`src/rtl/pc8001_video_pkg.sv`:
```
// pc8001_video_pkg
//   Shared definitions for the PC-8001 video path: arbiter state encoding
//   and the text geometry / VRAM address width used by the arbiter, the
//   line buffer and the video timing logic.
package pc8001_video_pkg;

  localparam int TEXT_COLS = 80;  // characters per text row
  localparam int VRAM_AW   = 12;  // 4 KiB VRAM

  typedef enum logic [0:0] {
    ARB_IDLE  = 1'b0,
    ARB_BURST = 1'b1
  } arb_state_e;

endpackage

```
`src/rtl/pc8001_vram_arbiter.sv`:
```
// pc8001_vram_arbiter
//   Shares one synchronous VRAM port between the Z80 CPU and a per-row
//   character fetch burst that fills the line buffer during blanking.
//   Pipeline: decision (cycle D) -> mem_* registered, access issued (D+1)
//   -> read data returns (D+2) as cpu_ack / buf_we.
//   During a burst the CPU is forced in after at most CPU_GAP display reads.
// Ports:
//   clk, reset                 clock, synchronous active-high reset
//   cpu_req/we/addr/wdata      level CPU request, held until cpu_ack
//   cpu_ack, cpu_rdata         completion pulse, read data (held otherwise)
//   fetch_start, fetch_base    burst start pulse and base address
//   fetch_busy/done/overrun    burst status
//   buf_we/addr/data           line-buffer write port
//   mem_addr/we/wdata, mem_rdata  VRAM port (1-cycle read latency)
module pc8001_vram_arbiter
  import pc8001_video_pkg::*;
#(
  parameter int AW        = VRAM_AW,
  parameter int DW        = 8,
  parameter int BURST_LEN = TEXT_COLS,
  parameter int IW        = 7,
  parameter int CPU_GAP   = 4
) (
  input  logic          clk,
  input  logic          reset,
  input  logic          cpu_req,
  input  logic          cpu_we,
  input  logic [AW-1:0] cpu_addr,
  input  logic [DW-1:0] cpu_wdata,
  output logic          cpu_ack,
  output logic [DW-1:0] cpu_rdata,
  input  logic          fetch_start,
  input  logic [AW-1:0] fetch_base,
  output logic          fetch_busy,
  output logic          fetch_done,
  output logic          fetch_overrun,
  output logic          buf_we,
  output logic [IW-1:0] buf_addr,
  output logic [DW-1:0] buf_data,
  output logic [AW-1:0] mem_addr,
  output logic          mem_we,
  output logic [DW-1:0] mem_wdata,
  input  logic [DW-1:0] mem_rdata
);

  localparam int IDXW = IW + 1;  // idx must reach BURST_LEN (up to 2^IW)
  localparam int GW   = $clog2(CPU_GAP + 1);
  localparam logic [IDXW-1:0] LEN     = IDXW'(BURST_LEN);
  localparam logic [IDXW-1:0] LAST    = IDXW'(BURST_LEN - 1);
  localparam logic [GW-1:0]   GAP_MAX = GW'(CPU_GAP);

  arb_state_e      state_q, state_d;
  logic [AW-1:0]   base_q, base_d;
  logic [IDXW-1:0] idx_q, idx_d;
  logic [GW-1:0]   gap_q, gap_d;

  // issue stage (what mem_* carries this cycle)
  logic [AW-1:0]   mem_addr_q, mem_addr_d;
  logic            mem_we_q, mem_we_d;
  logic [DW-1:0]   mem_wdata_q, mem_wdata_d;
  logic            iss_cpu_q, iss_cpu_d;
  logic            iss_rd_q, iss_rd_d;
  logic            iss_disp_q, iss_disp_d;
  logic            iss_last_q, iss_last_d;
  logic [IW-1:0]   iss_idx_q, iss_idx_d;

  // return stage (mem_rdata belongs to this access)
  logic            ret_cpu_q, ret_rd_q, ret_disp_q, ret_last_q;
  logic [IW-1:0]   ret_idx_q;
  logic [DW-1:0]   rdata_hold_q;

  logic            cpu_ok, grant_cpu, grant_disp;

  // The request is a level held until ack, so it must not be re-granted
  // while its access is still in the issue or return stage.
  assign cpu_ok = cpu_req && !iss_cpu_q && !ret_cpu_q;

  always_comb begin
    state_d     = state_q;
    base_d      = base_q;
    idx_d       = idx_q;
    gap_d       = gap_q;
    mem_addr_d  = mem_addr_q;
    mem_we_d    = 1'b0;
    mem_wdata_d = mem_wdata_q;
    iss_cpu_d   = 1'b0;
    iss_rd_d    = 1'b0;
    iss_disp_d  = 1'b0;
    iss_last_d  = 1'b0;
    iss_idx_d   = '0;
    grant_cpu   = 1'b0;
    grant_disp  = 1'b0;

    case (state_q)
      ARB_IDLE: begin
        grant_cpu = cpu_ok;
        if (fetch_start) begin
          base_d  = fetch_base;
          idx_d   = '0;
          gap_d   = '0;
          state_d = ARB_BURST;
        end
      end
      ARB_BURST: begin
        if (cpu_ok && (gap_q == GAP_MAX)) begin
          grant_cpu = 1'b1;
          gap_d     = '0;
        end else if (idx_q < LEN) begin
          grant_disp = 1'b1;
          idx_d      = idx_q + 1'b1;
          if (gap_q != GAP_MAX) gap_d = gap_q + 1'b1;
        end
        // leave once the last display read has come back
        if (ret_disp_q && ret_last_q) state_d = ARB_IDLE;
      end
      default: state_d = ARB_IDLE;
    endcase

    if (grant_cpu) begin
      mem_addr_d  = cpu_addr;
      mem_we_d    = cpu_we;
      mem_wdata_d = cpu_wdata;
      iss_cpu_d   = 1'b1;
      iss_rd_d    = !cpu_we;
    end
    if (grant_disp) begin
      mem_addr_d = base_q + AW'(idx_q);  // wraps mod 2^AW
      iss_disp_d = 1'b1;
      iss_idx_d  = idx_q[IW-1:0];
      iss_last_d = (idx_q == LAST);
    end
  end

  always_ff @(posedge clk) begin
    if (reset) begin
      state_q      <= ARB_IDLE;
      base_q       <= '0;
      idx_q        <= '0;
      gap_q        <= '0;
      mem_addr_q   <= '0;
      mem_we_q     <= 1'b0;
      mem_wdata_q  <= '0;
      iss_cpu_q    <= 1'b0;
      iss_rd_q     <= 1'b0;
      iss_disp_q   <= 1'b0;
      iss_last_q   <= 1'b0;
      iss_idx_q    <= '0;
      ret_cpu_q    <= 1'b0;
      ret_rd_q     <= 1'b0;
      ret_disp_q   <= 1'b0;
      ret_last_q   <= 1'b0;
      ret_idx_q    <= '0;
      rdata_hold_q <= '0;
    end else begin
      state_q      <= state_d;
      base_q       <= base_d;
      idx_q        <= idx_d;
      gap_q        <= gap_d;
      mem_addr_q   <= mem_addr_d;
      mem_we_q     <= mem_we_d;
      mem_wdata_q  <= mem_wdata_d;
      iss_cpu_q    <= iss_cpu_d;
      iss_rd_q     <= iss_rd_d;
      iss_disp_q   <= iss_disp_d;
      iss_last_q   <= iss_last_d;
      iss_idx_q    <= iss_idx_d;
      ret_cpu_q    <= iss_cpu_q;
      ret_rd_q     <= iss_rd_q;
      ret_disp_q   <= iss_disp_q;
      ret_last_q   <= iss_last_q;
      ret_idx_q    <= iss_idx_q;
      rdata_hold_q <= cpu_rdata;
    end
  end

  assign mem_addr      = mem_addr_q;
  assign mem_we        = mem_we_q;
  assign mem_wdata     = mem_wdata_q;
  assign cpu_ack       = ret_cpu_q;
  assign cpu_rdata     = (ret_cpu_q && ret_rd_q) ? mem_rdata : rdata_hold_q;
  assign fetch_busy    = (state_q == ARB_BURST);
  assign fetch_done    = ret_disp_q && ret_last_q;
  assign fetch_overrun = fetch_start && fetch_busy;
  assign buf_we        = ret_disp_q;
  assign buf_addr      = ret_idx_q;
  assign buf_data      = ret_disp_q ? mem_rdata : '0;

endmodule

```
`config.mk`:
```
export PLATFORM = sky130hd
export DESIGN_NAME = pc8001_vram_arbiter
export DESIGN_NICKNAME = d
export VERILOG_FILES = /design/src/rtl/pc8001_video_pkg.sv /design/src/rtl/pc8001_vram_arbiter.sv
export SDC_FILE = /design/constraint.sdc
export NUM_CORES = 1
export LEC_CHECK = 0
export ABC_AREA = 1
export BUFFER_PORTS_ARGS = -buffer_cell sky130_fd_sc_hd__buf_2
export CAP_MARGIN = 20
export CORE_UTILIZATION = 56
export CTS_CLUSTER_SIZE = 28
export DETAILED_ROUTE_END_ITERATION = 16
export MAX_ROUTING_LAYER = met4
export PLACE_DENSITY = 0.85
export SYNTH_ARGS = -nofsm -noshare
export SYNTH_HDL_FRONTEND = slang
export SYNTH_SLANG_ARGS = --single-unit
```
`constraint.sdc`:
```
create_clock -name clk -period 3.3 [get_ports clk]
set_input_delay 0.165 -clock clk [delete_from_list [all_inputs] [get_ports clk]]
set_output_delay 0.165 -clock clk [all_outputs]
set_load 0.01 [all_outputs]
```
Word-level counts from Yosys, hierarchy flattened:

Index checks and enable logic that the tools add are counted.

* register bits: 75
* latch bits: 0
* RAM bits: 0
* memory bits (read-only): 0
* logic and storage cells: 71
* memories: 0

* $add $sub $neg: 3
* multiply operators: 0
* div/mod/pow operators: 0
* order comparisons: 1
* equality and inequality tests: 8
* shift operators: 0
* multiplexer cells: 23
* bitwise gates (word level): 3
* reductions and logical operators: 15

Operators by type and width (count)
* 8-bit two-way mux: 5
* 12-bit two-way mux: 2
* 8-bit one-hot mux with 2 select lines: 1
* 12-bit by 8-bit adder with 12-bit output: 1
* 3-bit two-way mux: 4
* 8-bit by 1-bit adder with 8-bit output (second input constant): 1
* 8-bit by 7-bit equality test with 1-bit output (second input constant): 1
* 8-bit by 7-bit less-than comparator with 1-bit output (second input constant): 1
* 1-bit two-way mux: 8
* 1-bit logical AND: 6
* 3-bit by 1-bit inequality test with 1-bit output (second input constant): 2
* 3-bit one-hot mux with 2 select lines: 1
* 3-bit AND reduction: 2
* 2-bit inequality test (second input constant): 2
* 1-bit one-hot mux with 2 select lines: 2
* 2-bit OR reduction: 2
* 3-bit by 1-bit adder with 3-bit output (second input constant): 1
* 3-bit equality test (second input constant): 1
* 1-bit zero test: 3
* 3-bit inequality test (second input constant): 1
* 1-bit NOT: 3
* 2-bit by 1-bit inequality test with 1-bit output (second input constant): 1
* 2-bit AND reduction: 1
* 2-bit nonzero test: 1

Logic depth before layout (Yosys ltp):

Gate-level depths: netlist of the first run.

* depth after elaboration: 8
* depth in mapped cells: 12
* mapped depth without buffers: 11

Least setup slack after synthesis of the first run:

Ideal clock, no wire load.

* path type: register to register
* start point: register idx_q[0]
* end point: register mem_addr_q[8] (netlist: mem_addr[8])
* library setup time: 0.132 ns
* data arrival time: 1.636 ns
* path slack: 1.532 ns
* stages on the path, launching flop included: 12
* buffers on the path: 0
* clock period less this slack: 1.768 ns
* path through: dfxtp_1 > ha_1 > inv_1 > fa_1 > inv_1 > nand3_1 > nand3_1 > nand2_1 > nand3_1 > nand2_1 > o21ai_1 > a21oi_1

* cells in the longest elaborated chain, start to end: 5
* elaborated cells between the ends (all ways): 7

Ends and longest elaborated chain
* from (decl): line pc8001_vram_arbiter.sv:54 `logic [IDXW-1:0] idx_q, idx_d;`
* from (signal assigned): line pc8001_vram_arbiter.sv:157 `idx_q <= idx_d;`
* 8-bit by 7-bit less-than comparator with 1-bit output: line pc8001_vram_arbiter.sv:108 `end else if (idx_q < LEN) begin`
* 1-bit two-way mux: line pc8001_vram_arbiter.sv:108
* 1-bit two-way mux: line pc8001_vram_arbiter.sv:105 `if (cpu_ok && (gap_q == GAP_MAX)) begin`
* 1-bit two-way mux: line pc8001_vram_arbiter.sv:94 `case (state_q)`
* 12-bit two-way mux or 2-bit nonzero test (tied branches)
* to (signal assigned): line pc8001_vram_arbiter.sv:159 `mem_addr_q <= mem_addr_d;`
* to (decl): line pc8001_vram_arbiter.sv:58 `logic [AW-1:0] mem_addr_q, mem_addr_d;`

Parallel ways exist; a longest one is shown, timed or not.
A chain may end at the register's enable or synchronous reset.

Final worst setup path of the first run:

* start point: register gap_q[0]
* end point: register mem_addr_q[10] (netlist: mem_addr[10])

* cells in the longest elaborated chain, start to end: 5
* elaborated cells between the ends (all ways): 8

Ends and longest elaborated chain
* from (decl): line pc8001_vram_arbiter.sv:55 `logic [GW-1:0] gap_q, gap_d;`
* from (signal assigned): line pc8001_vram_arbiter.sv:158 `gap_q <= gap_d;`
* 3-bit equality test (*): line pc8001_vram_arbiter.sv:105
* 1-bit logical AND (*): line pc8001_vram_arbiter.sv:105
* 1-bit two-way mux: line pc8001_vram_arbiter.sv:105
* 1-bit one-hot mux with 2 select lines or 1-bit two-way mux (tied branches): line pc8001_vram_arbiter.sv:94
* 2-bit nonzero test (no line) or 12-bit two-way mux (tied branches)

Mark *: on every way between the ends. The rest lies on a longest branch, timed or not.

==> reports/summary.txt, run 1 <==
status = completed
WL met1 = 3.25 mm
Vias per Instance = 4.96
maximum capacitance violations = 0
DR WL/cell = 11.6 microns
Post-Syn Area = 0.00342 sq mm
Final Wtd Congestion = 0.907
sequential share of the synthesized area = 43.9%
Min Clock Period, post-route = 2180 ps
Max Transition Viols Final = 0
worst-path fanout max = 20
Post-DP HPWL = 5.71 mm
Worst Min Path Start = cpu_addr[0]
WS Path Type = reg2reg
Final Setup Violations = 0
worst hold-check path type = in2reg
total CTS buffers = 9
Slowest cell on crit path = nor2_4
CP startpoint = gap_q[0]
Mapped Nets = 549
CP startpoint kind = flop
Max Buffers Root-to-Sink = 2
share of layout cells above drive strength 1 = 20.8%
port bufs = 93
Synth cell types = 28
Clk pin slew, worst setup/hold paths = 80 ps
Final Instance Area = 0.00416 sq mm
Die ar. = 0.00642 sq mm
total core area = 0.00592 sq mm
period utilization = 66.2%
CTS sink cnt = 75
antenna violations before repair = 0
dpl cell area = 0.00393 sq mm
Avg Inst Size Synth = 6.95 sq um
Slew headroom = 60.4%
clk_skew = 6.78 ps
Post-CTS Setup Inserts = 0
CTS tree = done
NumNets Final = 643
WP data arrival = 2460 ps
Initial Utilization = 57.8%
drt total wl = 7.73 mm
grt ovf = 0
unrepaired setup endpoints after global routing = false
met2 WL = 3.84 mm
Rows = 28
max layer used = met4
Yosys Warn Count = 0
setup TNS = 0 ps
Die Ht = 80.1 microns
CP bufs+invs = 1
number of fill cells in the layout = 525
first-pass GRT wire length = 12.8 mm
later-pin clock latency in the skew report = 350 ps
vias = 3,301
DRC = 0
H-Tree Depth = 3
Worst setup EP type = flop
most frequent cells in the layout = 106 x nand2_1, 93 x buf_2, 87 x nor2_1
clk root buf = clkbuf_8
fmax = 458 MHz
die span in x = 80.1 microns
antenna fix cells = 0
synthesis-to-layout area growth = 21.6%
vias in the first global route = 2,962
cells after synthesis = 492
slowest stage delay, CP = 480 ps
#FFs+latches synth = 75
Top Family by Delay on Critical Path = simple AND/OR/NAND/NOR gates
maximum vdd ir drop = 0.000274 V
largest net degree at the start of global routing = 40
Critical R2R Launch = gap_q[0]
Pwr per Cell Area = 475 mW/mm^2
routed wl met3 = 461 microns
Critical Path, Cell by Cell = inv_1 > ha_1 > nand2_1 > nand2_1 > nand2_2 > nand2_2 > nor2_4 > nor2_4 > nor2_1 > nand2_1 > a21oi_1
antenna violation net count after detailed routing = 0
DRT iter0 DRCs = 202
first drt pass iteration count = 5
commonest non-fill, non-tap cell in the layout = nand2_1
final hold vios = 0
most frequent CP cell = nand2_1
WP data required = 3580 ps
GRT Util Overall = 26.9%
Ports = 94
Tightest Pin Transition = 593 ps
post_cts resized = 0
leakage power = 0.00219 uW
==> worst paths after layout <==
kind | end | depth (start not counted) | slack [ps]
max reg2reg | mem_addr[10] | 11 | 1120
max | mem_addr[10] | 11 | 1120
min reg2reg | ret_rd_q | 2 | 400
min | mem_addr[0] | 3 | 40
==> layout make-up <==
cell class / instances / area, sq um / area share (%)
multi-input combinational: 325 / 1560 / 37.4
sequential: 75 / 1500 / 36.1
timing repair buffer: 97 / 498 / 12.0
inverter: 78 / 293 / 7.04
clock buffer: 9 / 124 / 2.98
tap: 75 / 93.8 / 2.26
clock inverter: 7 / 91.3 / 2.20
==> layer usage <==
metal | GRT usage, % | vias to the layer above
li1 | - | 1716
met1 | 30.0 | 1458
met2 | 46.1 | 110
met3 | 6.59 | 17
met4 | 10.7 | 0
met5 | - | -
==> synth_stat cells <==
master / n / area [sq um]
dfxtp_1: 75 / 1500
nor3_1: 7 / 35.0
nor2_4: 3 / 33.8
o21bai_1: 1 / 7.51
nor2_1: 87 / 327
and3_1: 1 / 6.26
inv_1: 74 / 278
fa_1: 1 / 20.0
nand2_2: 3 / 18.8
clkbuf_1: 11 / 41.3
nand3_1: 25 / 125
inv_2: 4 / 15.0
a21boi_0: 1 / 7.51
ha_1: 11 / 138
nand4_1: 6 / 37.5
a21o_1: 1 / 7.51
nand2_1: 106 / 398
buf_2: 1 / 5.00
o21ai_1: 9 / 45.0
a211oi_1: 1 / 7.51
o21ai_0: 28 / 140
xnor2_1: 1 / 8.76
buf_6: 2 / 22.5
a31oi_1: 2 / 12.5
a21oi_1: 23 / 115
o21ai_2: 1 / 8.76
xor2_1: 4 / 35.0
nor3b_1: 3 / 22.5
==> sequential cells by signal (all words and copies together) (netlist names), 3 cells and up <==
signal / flops
base_q: 12
buf_addr: 7
gap_q: 3
idx_q: 8
iss_idx_q: 7
mem_addr: 12
mem_wdata: 8
rdata_hold_q: 8
==> stage by stage <==
| stage | total power, uW | utilization [%] | hold slack (ps) | setup slack (ps) | instances |
|---|---|---|---|---|---|
| 2_1_floorplan | 1140 | - | 242 | 1530 | 492 |
| 3_3_place_gp | 1220 | 66.4 | 345 | 1280 | 649 |
| 3_5_place_dp | 1230 | 66.4 | 341 | 1170 | 649 |
| 4_1_cts | 1990 | 70.2 | 33.5 | 1140 | 666 |
| 5_1_grt | 2080 | 70.2 | 32.4 | 866 | 666 |
| 6_report | 1970 | 70.2 | 40.6 | 1120 | 666 |
==> worst register-to-register path, cell delays in order, from the launching register on <==
cell and delay [ps]:
dfxtp_1 350, inv_1 60, ha_1 180, nand2_1 90, nand2_1 70, nand2_2 210
nand2_2 120, nor2_4 480, nor2_4 190, nor2_1 140, nand2_1 60, a21oi_1 140
==> logic make-up (layout without fill, tap and decap cells) <==
kind of cell | Yosys count | after routing | share of synthesized area (%)
fa+ha+maj | 12 | 12 | 4.61
xor+xnor | 5 | 5 | 1.28
buf+inv | 92 | 191 | 10.6
flops | 75 | 75 | 43.9
simple gates | 241 | 241 | 29.3
compound gates | 67 | 67 | 10.3
==> where the power goes <==
group          internal [uW]  switching, uW
logic                   92.1            145
clock network            424            338
registers                946           28.6
==> repair_timing <==
action | in CTS | in global routing
endpoints found under the setup margin | 0 | 0
hold endpoints to repair | 1 | 0
hold buffers | 1 | 0
Power figures use the tool's default switching activity.
==> run 2: changes to the inputs <==
--- a/config.mk
+++ b/config.mk
@@ -8,11 +8,11 @@
 export ABC_AREA = 1
 export BUFFER_PORTS_ARGS = -buffer_cell sky130_fd_sc_hd__buf_2
 export CAP_MARGIN = 20
-export CORE_UTILIZATION = 56
+export CORE_UTILIZATION = 52
 export CTS_CLUSTER_SIZE = 28
 export DETAILED_ROUTE_END_ITERATION = 16
 export MAX_ROUTING_LAYER = met4
-export PLACE_DENSITY = 0.85
+export PLACE_DENSITY = 0.79
 export SYNTH_ARGS = -nofsm -noshare
 export SYNTH_HDL_FRONTEND = slang
 export SYNTH_SLANG_ARGS = --single-unit
==> constraint.sdc (replaced) <==
create_clock -name clk -period 2.25 [get_ports clk]
set_input_delay 0.1125 -clock clk [delete_from_list [all_inputs] [get_ports clk]]
set_output_delay 0.1125 -clock clk [all_outputs]
set_load 0.01 [all_outputs]
==> run 2 against run 1 <==
  * Clock power increased by 47%
  * Worst setup slack got worse by 850 ps
  * Maximum frequency increased by 10%
  * First-iteration DRC count decreased by 4.0%
  * Non-clock buffer count increased by 3
  * Sequential cell count unchanged
  * Power increased by 47%
  * Die area increased by 7.5%
  * Sequential share of layout area decreased by 0.26 points
  * Sequential power increased by 47%
  * Utilization decreased by 4.3 points
  * Critical endpoint is now mem_addr[8]
  * Highest routed layer unchanged
==> reports/summary.txt, run 2 (synthesis gave the netlist of run 1 again) <==
Ports = 94
fmax = 504 MHz
Critical R2R Launch = idx_q[0]
Reg area = 0.00150 sq mm
port bufs = 93
antenna violations before repair = 0
first-pass GRT wire length = 12.7 mm
CTS tree = done
reg2reg end = mem_addr[8]
setup TNS = 0 ps
Max Transition Viols Final = 0
most frequent cells in the layout = 106 x nand2_1, 93 x buf_2, 87 x nor2_1
number of fill cells in the layout = 563
Max Buffers Root-to-Sink = 2
r2r setup slk = 270 ps
Final Setup Violations = 0
vias in the first global route = 2,935
unrepaired setup endpoints after global routing = false
Clk pin slew, worst setup/hold paths = 90 ps
H-Tree Depth = 3
worst hold-check path type = in2reg
CP startpoint kind = flop
Post-DP HPWL = 5.52 mm
status = completed
WS Path Type = reg2reg
Setup crit end = mem_addr[8]
final hold vios = 0
leakage power = 0.00220 uW
Die ar. = 0.00690 sq mm
Slew headroom = 55.5%
maximum capacitance violations = 0
R2R depth = 11
Vias per Instance = 4.86
clk_skew = 13.7 ps
later-pin clock latency in the skew report = 350 ps
drt total wl = 7.32 mm
CTS sink cnt = 75
Final Wtd Congestion = 0.933
DR WL/cell = 10.9 microns
Rows = 29
share of layout cells above drive strength 1 = 20.9%
maximum vdd ir drop = 0.000365 V
vias = 3,264
GRT Util Overall = 23.1%
grt ovf = 0
fin cells = 671
Placed Instances = 653
Initial Utilization = 53.9%
commonest non-fill, non-tap cell in the layout = nand2_1
WP data arrival = 2200 ps
CP startpoint = idx_q[0]
NumNets Final = 646
synthesis-to-layout area growth = 22.5%
total CTS buffers = 9
Min Clock Period, post-route = 1980 ps
clk root buf = clkbuf_8
Tightest Pin Transition = 667 ps
period utilization = 88.1%
Pwr per Cell Area = 693 mW/mm^2
multi-input logic area = 0.00156 sq mm
DRT iter0 DRCs = 194
Worst setup EP type = flop
Die Ht = 83.1 microns
worst-path fanout max = 7
antenna fix cells = 0
first drt pass iteration count = 5
post_cts resized = 0
total core area = 0.00635 sq mm
DRC = 0
die span in x = 83.1 microns
largest net degree at the start of global routing = 40
WP data required = 2460 ps
antenna violation net count after detailed routing = 0
run 2: timing repair:
item	4_1_cts	5_1_grt
endpoints found under the hold margin	2	0
hold buffers	2	0
setup buffers	0	0
run 2: worst max-delay path: stages, from the launching register on:
cell     delay [ps]
dfxtp_1         440
ha_1            240
inv_1            70
fa_1            390
inv_1           100
nand3_1          70
nand3_1         130
nand2_1          90
nand3_1          80
nand2_1          50
o21ai_1         130
a21oi_1          70
run 2: layout make-up:
type | instances | share of cell area [%]
tap | 77 | 2.30
clock inverter | 6 | 2.15
timing repair buffer | 100 | 12.5
sequential | 75 | 35.9
inverter | 78 | 6.99
multi-input combinational | 325 | 37.2
clock buffer | 10 | 3.05
run 2: through the flow:
stage                     instance area [sq um]  utilization, %  hold slack [ps]  power [uW]  setup slack, ps
after floorplan                            3420               -              189        1680              482
after global placement                     3950            62.2              289        1800              369
after detailed placement                   3950            62.2              288        1810              310
after CTS                                  4190            66.0            0.607        2930              287
after global routing                       4190            66.0             18.4        3040             98.2
final                                      4190            66.0             11.8        2900              267
run 2: worst min path at each step:
stage                  startpoint  slack [ps]           end  depth (start not counted)
global placement           cpu_we         290      iss_rd_q                          2
global route         cpu_wdata[1]          20  mem_wdata[1]                          3
finish              fetch_base[6]          10     base_q[6]                          3
floorplan                  cpu_we         190      iss_rd_q                          1
CTS                 fetch_base[8]         0.6     base_q[8]                          3
detailed placement         cpu_we         290      iss_rd_q                          2
run 2: metal layers:
metal	GRT usage [%]	vias to the layer above	wire length (microns)
li1	-	1722	-
met5	-	-	0
met4	8.31	0	85
met1	28.0	1438	3400
met2	39.0	95	3500
met3	3.68	9	332
run 2: power breakdown:
group	leakage [uW]	switching, uW	internal [uW]	total (uW)
registers	0.000612	41.1	1390	1430
clock network	0.000106	496	627	1120
logic	0.00148	211	140	351
total	0.00220	748	2150	2900
==> run 3: changes to the inputs <==
--- a/config.mk
+++ b/config.mk
@@ -13,6 +13,7 @@
 export DETAILED_ROUTE_END_ITERATION = 16
 export MAX_ROUTING_LAYER = met4
 export PLACE_DENSITY = 0.79
+export REMOVE_ABC_BUFFERS = 1
 export SYNTH_ARGS = -nofsm -noshare
 export SYNTH_HDL_FRONTEND = slang
 export SYNTH_SLANG_ARGS = --single-unit
==> run 3 against run 2 <==
  * Sequential share of layout area is 0.34 points higher
  * Worst hold slack better by 8.3 ps
  * Critical path depth stayed put
  * Clock skew is 7.9 ps lower
  * Worst setup slack worse by 5.8 ps
  * Cell area is 0.93% lower
  * Via count is 1.1% lower
  * Final cell count is 0.30% lower
  * Non-clock buffer count is 1 lower
  * Maximum frequency is 0.29% lower
  * Sequential power hardly changed
  * Power is 4.0% lower
  * Critical endpoint is now mem_addr[4]
  * Largest cell class unchanged
==> reports/summary.txt, run 3 (synthesis gave the netlist of run 1 again) <==
WP data arrival = 2200 ps
drt total wl = 7.38 mm
fmax = 503 MHz
DRC = 0
Ports = 94
GRT Util Overall = 22.7%
R2R depth = 11
setup TNS = 0 ps
Die ar. = 0.00690 sq mm
worst-path fanout max = 16
clk_skew = 5.86 ps
Min Clock Period, post-route = 1990 ps
Final Setup Violations = 0
first drt pass iteration count = 4
Slowest cell on crit path = dfxtp_1
Place WS = 274 ps
WP data required = 2470 ps
Final Wtd Congestion = 0.926
antenna fix cells = 0
vias in the first global route = 2,902
Max Buffers Root-to-Sink = 2
Initial Utilization = 53.9%
Top Family by Delay on Critical Path = simple AND/OR/NAND/NOR gates
maximum vdd ir drop = 0.000504 V
NumNets Final = 645
synthesis-to-layout area growth = 21.3%
Tightest Pin Transition = 759 ps
largest net degree at the start of global routing = 40
first-pass GRT wire length = 12.4 mm
Placed Instances = 653
unrepaired setup endpoints after global routing = false
Rows = 29
maximum capacitance violations = 0
fin cells = 669
grt ovf = 0
Die Ht = 83.1 microns
Setup crit end = mem_addr[4]
Slew headroom = 49.4%
total core area = 0.00635 sq mm
WS Path Type = reg2reg
reg2reg end = mem_addr[4]
worst hold-check path type = in2reg
DRT iter0 DRCs = 176
Worst setup EP type = flop
CTS sink cnt = 75
most frequent cells in the layout = 106 x nand2_1, 93 x buf_2, 87 x nor2_1
commonest non-fill, non-tap cell in the layout = nand2_1
total CTS buffers = 9
Critical Path, Cell by Cell = inv_1 > ha_1 > nand2_1 > nand2_1 > nand2_2 > nand2_2 > nor2_4 > buf_4 > inv_2 > o21ai_1 > a21oi_1
DR WL/cell = 11.0 microns
H-Tree Depth = 3
status = completed
CP bufs+invs = 3
post_cts resized = 0
clk root buf = clkbuf_8
Critical R2R Launch = gap_q[0]
slowest stage delay, CP = 370 ps
die span in x = 83.1 microns
later-pin clock latency in the skew report = 340 ps
vias = 3,227
slack of the critical path = 262 ps
hold_ws = 20.2 ps
share of layout cells above drive strength 1 = 20.9%
critical path depth = 11
CP startpoint = gap_q[0]
antenna violation net count after detailed routing = 0
final hold vios = 0
hold path cells = 3
leakage power = 0.00219 uW
CP startpoint kind = flop
Vias per Instance = 4.82
CTS tree = done
period utilization = 88.4%
Max Transition Viols Final = 0
antenna violations before repair = 0
port bufs = 93
Clk pin slew, worst setup/hold paths = 80 ps
Post-DP HPWL = 5.41 mm
r2r setup slk = 260 ps
Pwr per Cell Area = 672 mW/mm^2
## run 3: power breakdown
group / total [uW] / leakage [uW] / internal, uW / switching, uW
logic: 356 / 0.00148 / 140 / 216
registers: 1430 / 0.000612 / 1390 / 38.6
clock network: 1000 / 0.0000955 / 508 / 497
## run 3: through the flow
stage / util (%) / cell area [sq um] / power, uW
after CTS: 65.3 / 4150 / 2800
final: 65.3 / 4150 / 2790
after detailed placement: 62.2 / 3950 / 1810
after global routing: 65.3 / 4150 / 2910
after global placement: 62.2 / 3950 / 1800
after floorplan: - / 3350 / 1660
## run 3: metal layers
layer,GRT usage (%),wire length [microns]
met1,27.8,3550
met2,36.7,3320
met3,4.08,349
met4,9.87,157
met5,-,0
## run 3: what timing repair did
action,4_1_cts,5_1_grt
endpoints found under the hold margin,1,0
hold buffers,1,0
buffers inserted,0,0
## run 3: worst reg2reg max path, cell delays in order, from the launching register on
cell and delay (ps):
dfxtp_1 370, inv_1 80, ha_1 200, nand2_1 80, nand2_1 60, nand2_2 190
nand2_2 120, nor2_4 210, buf_4 260, inv_2 80, o21ai_1 140, a21oi_1 70
## run 3: final cells by class
cell class | instances | area (sq um)
fill | 566 | 2200
multi-input combinational | 325 | 1560
sequential | 75 | 1500
timing repair buffer | 99 | 513
inverter | 78 | 293
clock buffer | 9 | 124
tap | 77 | 96.3
clock inverter | 6 | 65.1
## run 3: worst min-delay path by stage
| stage | startpoint | endpoint | slack [ps] |
|---|---|---|---|
| after floorplan | reset | gap_q[1] | 180 |
| after global placement | cpu_we | iss_rd_q | 290 |
| after detailed placement | cpu_we | iss_rd_q | 290 |
| after CTS | fetch_base[3] | base_q[3] | 10 |
| after global routing | cpu_wdata[6] | mem_wdata[6] | 30 |
| final | fetch_base[3] | base_q[3] | 20 |
